<file path="src/rtl/control_sequencer.sv">
// Multi-cycle control sequencer: fetch (T0-T2), then decode/execute (T3-T6) of the current IR.
// Optional build macro SEQ_MULDIV_EN adds the two-cycle MUL write-back (HI then LO) through T6.
module control_sequencer (
    input  logic        clk,
    input  logic        reset,
    input  logic        run,
    input  logic        mem_ready,
    input  logic [31:0] ir,
    output logic        PC_select,
    output logic        ZLO_select,
    output logic        ZHI_select,
    output logic        MDR_select,
    output logic        MAR_select_write,
    output logic        Y_select_write,
    output logic        ZLO_select_write,
    output logic        ZHI_select_write,
    output logic        MDR_select_write,
    output logic        IR_write,
    output logic        PC_write,
    output logic        HI_write,
    output logic        LO_write,
    output logic        Increment_PC,
    output logic        Read,
    output logic [4:0]  alu_op,
    output logic [3:0]  rf_out_sel,
    output logic        rf_out_en,
    output logic [3:0]  RF_write,
    output logic        RF_enable,
    output logic        halted,
    output logic        busy
);

    localparam logic [3:0] S_IDLE = 4'd0;
    localparam logic [3:0] S_T0   = 4'd1;
    localparam logic [3:0] S_T1   = 4'd2;
    localparam logic [3:0] S_T2   = 4'd3;
    localparam logic [3:0] S_T3   = 4'd4;
    localparam logic [3:0] S_T4   = 4'd5;
    localparam logic [3:0] S_T5   = 4'd6;
    localparam logic [3:0] S_T6   = 4'd7;
    localparam logic [3:0] S_HALT = 4'd8;

    localparam logic [4:0] OP_ADD  = 5'b00011;
    localparam logic [4:0] OP_SHL  = 5'b01000;
    localparam logic [4:0] OP_HALT = 5'b11011;

    logic [3:0] state, state_nxt;
    logic [4:0] opcode;
    logic [3:0] ra, rb, rc;
    logic       is_mul, is_alu, is_halt;
    logic       unused_ir;

    assign opcode    = ir[31:27];
    assign ra        = ir[26:23];
    assign rb        = ir[22:19];
    assign rc        = ir[18:15];
    assign unused_ir = ^ir[14:0];

`ifdef SEQ_MULDIV_EN
    localparam logic [4:0] OP_MUL = 5'b01111;
    assign is_mul = (opcode == OP_MUL);
`else
    assign is_mul = 1'b0;
`endif

    // ADD..SHL are contiguous opcodes; anything else that is not MUL/HALT decodes as NOP
    assign is_alu  = ((opcode >= OP_ADD) && (opcode <= OP_SHL)) || is_mul;
    assign is_halt = (opcode == OP_HALT);

    always_ff @(posedge clk or posedge reset) begin
        if (reset) state <= S_IDLE;
        else       state <= state_nxt;
    end

    // run is only sampled at instruction boundaries so a fall mid-instruction lets it finish
    always_comb begin
        state_nxt = state;
        case (state)
            S_IDLE: if (run) state_nxt = S_T0;
            S_T0:   state_nxt = S_T1;
            S_T1:   if (mem_ready) state_nxt = S_T2;
            S_T2:   state_nxt = S_T3;
            S_T3: begin
                if (is_halt)     state_nxt = S_HALT;
                else if (is_alu) state_nxt = S_T4;
                else             state_nxt = run ? S_T0 : S_IDLE;
            end
            S_T4:   state_nxt = S_T5;
            S_T5:   state_nxt = is_mul ? S_T6 : (run ? S_T0 : S_IDLE);
            S_T6:   state_nxt = run ? S_T0 : S_IDLE;
            S_HALT: state_nxt = S_HALT;
            default: state_nxt = S_IDLE;
        endcase
    end

    always_comb begin
        PC_select        = 1'b0;
        ZLO_select       = 1'b0;
        ZHI_select       = 1'b0;
        MDR_select       = 1'b0;
        MAR_select_write = 1'b0;
        Y_select_write   = 1'b0;
        ZLO_select_write = 1'b0;
        ZHI_select_write = 1'b0;
        MDR_select_write = 1'b0;
        IR_write         = 1'b0;
        PC_write         = 1'b0;
        HI_write         = 1'b0;
        LO_write         = 1'b0;
        Increment_PC     = 1'b0;
        Read             = 1'b0;
        alu_op           = 5'd0;
        rf_out_sel       = 4'd0;
        rf_out_en        = 1'b0;
        RF_write         = 4'd0;
        RF_enable        = 1'b0;
        case (state)
            S_T0: begin
                PC_select        = 1'b1;
                MAR_select_write = 1'b1;
                Increment_PC     = 1'b1;
                ZLO_select_write = 1'b1;
            end
            S_T1: begin
                // Z holds PC+1; PC is loaded once, on the cycle the read completes
                ZLO_select       = 1'b1;
                Read             = 1'b1;
                MDR_select_write = 1'b1;
                PC_write         = mem_ready;
            end
            S_T2: begin
                MDR_select = 1'b1;
                IR_write   = 1'b1;
            end
            S_T3: begin
                if (is_alu) begin
                    rf_out_en      = 1'b1;
                    rf_out_sel     = rb;
                    Y_select_write = 1'b1;
                end
            end
            S_T4: begin
                rf_out_en        = 1'b1;
                rf_out_sel       = rc;
                alu_op           = opcode;
                ZLO_select_write = 1'b1;
                ZHI_select_write = is_mul;
            end
            S_T5: begin
                if (is_mul) begin
                    ZHI_select = 1'b1;
                    HI_write   = 1'b1;
                end else begin
                    ZLO_select = 1'b1;
                    RF_write   = ra;
                    RF_enable  = 1'b1;
                end
            end
            S_T6: begin
                ZLO_select = 1'b1;
                LO_write   = 1'b1;
            end
            default: ;
        endcase
    end

    assign halted = (state == S_HALT);
    assign busy   = (state != S_IDLE) && (state != S_HALT);

endmodule

</file>
<file path="config.mk">
export PLATFORM = sky130hd
export DESIGN_NAME = control_sequencer
export DESIGN_NICKNAME = d
export VERILOG_FILES = /design/src/rtl/control_sequencer.sv
export SDC_FILE = /design/constraint.sdc
export NUM_CORES = 1
export LEC_CHECK = 0
export BUFFER_PORTS_ARGS = -buffer_cell sky130_fd_sc_hd__buf_2
export CORE_MARGIN = 3
export CORE_UTILIZATION = 34
export DETAILED_ROUTE_END_ITERATION = 8
export GPL_ROUTABILITY_DRIVEN = 0
export PLACE_DENSITY = 0.83
export SYNTH_ARGS = -nofsm -noshare
export SYNTH_HDL_FRONTEND = slang
export SYNTH_SLANG_ARGS = --single-unit
export TNS_END_PERCENT = 30
</file>
<file path="constraint.sdc">
create_clock -name clk -period 4.9 [get_ports clk]
set_input_delay 0.98 -clock clk [delete_from_list [all_inputs] [get_ports clk]]
set_output_delay 0.98 -clock clk [all_outputs]
set_load 0.005 [all_outputs]
</file>
# ---- Word-level counts from Yosys, hierarchy flattened
# Cells that the tools add are included.
dict set report op_classes {
  n_addsub 0
  multipliers 0
  n_div 0
  order_cmp 2
  n_eq_ne 12
  n_shift 0
  muxes 21
  bitwise 0
  reduce_logical 8
}
# op n
set op_table {}
lappend op_table {{$pmux 4 s8} 1}
lappend op_table {{$mux 4} 5}
lappend op_table {{$eq 4x3->1 const B} 4}
lappend op_table {{$mux 1} 11}
lappend op_table {{$eq 4x2->1 const B} 2}
lappend op_table {{$pmux 4 s2} 1}
lappend op_table {{$eq 5x5->1 const B} 1}
lappend op_table {{$ge 5x2->1 const B} 1}
lappend op_table {{$le 5x4->1 const B} 1}
lappend op_table {{$mux 5} 1}
lappend op_table {{$eq 4x1->1 const B} 1}
lappend op_table {{$eq 4x4->1 const B} 1}
lappend op_table {{$logic_not 4->1} 1}
lappend op_table {{$ne 2x2->1 const B} 2}
lappend op_table {{$ne 4x4->1 const B} 1}
lappend op_table {{$reduce_bool 4->1} 1}
lappend op_table {{$reduce_or 2->1} 2}
lappend op_table {{$mux 3} 1}
lappend op_table {{$reduce_or 3->1} 1}
lappend op_table {{$logic_and 1x1->1} 2}
lappend op_table {{$pmux 1 s2} 1}
lappend op_table {{$reduce_and 2->1} 1}
dict set report totals {
  register_bits 4
  latch_bits 0
  ramBits 0
  romBits 0
  in_bits 36
  out_inout_bits 32
  wordCells 44
  n_memories 0
}

# ---- Depth between registers and ports, before layout
dict set report logic_depth {
  depth_word 5
  ltp_mapped 5
  ltp_nobuf 3
}

# ---- Worst setup path after synthesis
# Ideal clock, no wire load.
dict set report synth_path {
  path_kind {input to output}
  from {input ir[29]}
  to {output rf_out_sel[0]}
  arrival_ns 2.025
  t_required_ns 3.920
  slack_ns 1.895
  cell_stages 3
  n_path_buf 0
  cell_sequence {or4b_1 -> o32a_4 -> o21ai_1}
}
dict set report synth_between {
  elab_chain_len 4
  word_cells_on_any_way 5
  classes_between {2 x order compare; 2 x mux; 1 x reduce/logical}
}
# element line
set synth_lines {}
lappend synth_lines {{start: declaration} 8} ;# input logic [31:0] ir,
lappend synth_lines {{$ge 5x2->1 or $le 5x4->1 (tied branches)} 67} ;# assign is_alu = ((opcode >= OP_ADD) && (opcode <= OP_SHL)) || is_mul;
lappend synth_lines {{$logic_and 1x1->1 (*)} 67}
lappend synth_lines {{$mux 4 (*)} 136} ;# if (is_alu) begin
lappend synth_lines {{$pmux 4 s2 (*)} 117} ;# case (state)
lappend synth_lines {{end: declaration} 25} ;# output logic [3:0] rf_out_sel,
# Mark *: on every way between the ends. The rest lies on a longest branch, timed or not.

# ---- Worst setup path in the final report
dict set report layout_path {
  from {input ir[29]}
  to {output rf_out_sel[1]}
}
# Same word-level chain as after synthesis.

==> summary.md <==
| Metric | Value |
|---|---|
| Synth cell types | 32 |
| Iter 0 DRT Violations | 7 |
| DR pass1 iterations | 4 |
| Cell row count | 14 |
| Routed WL per cell | between 10 and 15 um |
| I/O Buffers | 49 |
| Reg2Reg Setup Slack | 3.47 ns |
| Maximum vdd ir drop | 0.000230 V |
| Final layout net count | roughly 160 |
| CP startpoint kind | input port |
| Clk sink count | 4 |
| Crit-path max FO | 8 |
| Share of cells above drive strength 1 | 0.508 |
| Reg2reg path depth | 3 |
| CP Class | input port to primary output |
| Initial Util | 0.366 |
| Area added between synthesis and finish | 39.7% |
| Final Critical Period | approximately 3.2 ns |
| Fmax | between 300 and 400 MHz |
| Total of max-cap violations | 0 |
| Cell taking the most area after synthesis | dfrtp_1 |
| Unrepaired setup endpoints after global routing | no |
| Max Slew Vio Count | 0 |
| Crit path cell chain | buf_2 -> or4b_1 -> o32a_4 -> o21ai_1 -> buf_2 |
| Final WL | approximately 1.5 mm |
| Worst endpoint required time | around 3.9 ns |
| Worst-Skew Late Latency | between 0.2 and 0.25 ns |
| Max H-tree Level | 1 |
| Post-CTS resize count | 0 |
| Clock Tree Root | clkbuf_4 |
| Reg with most FFs | state |
| Max FFs per register | 4 |
| Largest cells by area after synthesis | dfrtp_1, buf_4, and2_1 |
| FF-to-FF Start | state[0]$_DFFE_PP0P_ |
| CP max-delay cell | or4b_1 |
| IO Pins | between 60 and 70 |
| Dpl hpwl | approximately 1.3 mm |
| Die Area | between 2000 and 2500 um2 |
| Setup WS pre-CTS | between 1.5 and 2 ns |
| Flops & latches, synth | 4 |
| Syn Area/Cell | 7.52 um2 |
| TritonCTS Buffers | 3 |
| FF/Latch Area | about 100 um2 |
| ANT cells | 0 |
| Total GRT Usage | 0.133 |
| Via count | 660 |
| Final period utilization | 0.660 |
| Biggest regs | state x4 |
| Post-Syn Area | approximately 560 um2 |
| Post-Syn Instances | 75 |
| Fill count | approximately 160 |
| Routed Antenna Nets | 0 |
| Die height | approximately 47 um |
| Hold-fix buffers, CTS | 0 |
| Setup skew after layout | roughly 0.0007 ns |
| Initial antenna violation count | 0 |
| Worst slew margin | 0.497 |
| Synth warn | 0 |
| Total negative slack | 0 ns |
| CTS tree | yes |
| Core ar. | approximately 1500 um2 |
| Largest net degree at the start of global routing | 18 |
| Hold WC Path Type | input port to asynchronous set/reset pin |
| DRC violations left | 0 |
| # setup viols final | 0 |
| Setup crit start | ir[29] |
| Slew @ Worst Pin | 0.753 ns |
| Gr ovfl total | 0 |
| Worst-path clk slew | ~0.04 ns |
| Data arrival, critical path | ~2.3 ns |
| Number of hold violations in the final report | 0 |
| CP Capture Type | primary output |
| Setup bufs post-CTS | 0 |
| Final WS setup | between 1.5 and 2 ns |
| Max clock buf depth | 2 |
| Multi-input combinational cell area | 385 um2 |
| Register area share after synthesis | 0.177 |
| Post-synth top area share | 0.177 |
| Power per cell area | between 300 and 400 nW/um2 |
| Top cell by count, worst path | buf_2 |
| First-pass GRT wire length | about 2.1 mm |
| Worst path max stage delay | about 0.53 ns |
| Vias in the first global route | 530 |
| Status | complete, no violations |
| Leak | 0.447 nW |
| WHS | between 0.6 and 0.7 ns |
| Drt via density | 4.93 |
| Die width | about 47 um |
-- metal layers --
metal	GRT usage	vias up	share of wire
li1	-	340	-
met4	0.0829	0	0
met3	0.0115	0	0.071
met1	0.161	300	0.39
met5	0	-	0
met2	0.225	20	0.54
-- power by group --
group	switching, W	internal, W	total [W]
clock network	0.0000129	0.0000274	0.0000403
logic	0.0000811	0.0000911	0.000172
registers	0.0000360	0.0000443	0.0000803
-- critical path: cells and delay by family --
kind	cells	cell delay, ns
and+or+nand+nor	1	0.53
buffers and inverters	2	0.24
AOI/OAI and AO/OA	2	0.52
-- cell usage after synthesis --
cell type / number
buf_4: 8
nor3b_1: 2
nand2b_1: 2
nand3_1: 4
dfrtp_1: 4
or3_1: 3
nor3_1: 3
nand2_1: 4
o22ai_1: 1
a21bo_2: 1
a31o_2: 1
o21bai_1: 1
clkbuf_1: 3
a32oi_1: 1
and4_1: 1
o32a_4: 1
and2_2: 1
nor2b_1: 1
a21oi_1: 2
conb_1: 1
and4bb_2: 1
o21ai_2: 1
or4b_1: 1
nand3b_1: 1
and4b_1: 2
and2b_2: 1
inv_1: 4
o21ai_1: 4
and2_1: 9
o22ai_2: 1
nor2_1: 4
nor4bb_1: 1
-- through the flow --
step | power (W) | instances | utilization | cell area, um2
2_1_floorplan | 0.000202 | 77 | - | 572
3_3_place_gp | 0.000249 | 131 | 0.497 | 766
3_5_place_dp | 0.000253 | 131 | 0.497 | 766
4_1_cts | 0.000296 | 134 | 0.511 | 788
5_1_grt | 0.000324 | 134 | 0.511 | 788
6_report | 0.000293 | 134 | 0.511 | 788
-- worst paths after layout --
check / end
min reg2reg: state[3]$_DFFE_PP0P_
max reg2reg: state[2]$_DFFE_PP0P_
min in group clk: state[3]$_DFFE_PP0P_
min: state[1]$_DFFE_PP0P_
max: rf_out_sel[1]
max in group asynchronous: state[3]$_DFFE_PP0P_
-- placed cells by master, fill, tap and decap left out --
master and instances:
nand3b_1 1, o21ai_2 1, nor2b_1 1, and2_1 9, a21bo_2 1, o22ai_1 1
and2b_2 1, a31o_2 1, o21ai_1 4, a21oi_1 2, or4b_1 1, nor2_1 4
nand3_1 4, conb_1 3, o22ai_2 1, nor4bb_1 1, o21bai_1 1, buf_2 49
clkbuf_4 3, o32a_4 1, nor3_1 3, dfrtp_1 4, a32oi_1 1, and4bb_2 1
nand2_1 4, and2_2 1, nand2b_1 2, and4_1 1, inv_1 4, nor3b_1 2
or3_1 3, and4b_1 2
-- cells by family (layout without fill, tap and decap cells) --
group | after synthesis | in the layout | share of synthesized area
flops | 4 | 4 | 0.177
simple gates | 41 | 41 | 0.459
compound gates | 14 | 14 | 0.204
other cells | 1 | 3 | 0.00665
buf+inv | 15 | 56 | 0.153
-- layout make-up --
type | count | share of cell area
multi-input combinational | 58 | 0.489
clock buffer | 3 | 0.0286
tap | 16 | 0.0254
sequential | 4 | 0.127
timing repair buffer | 49 | 0.311
inverter | 4 | 0.0190
Power figures use the tool's default switching activity.
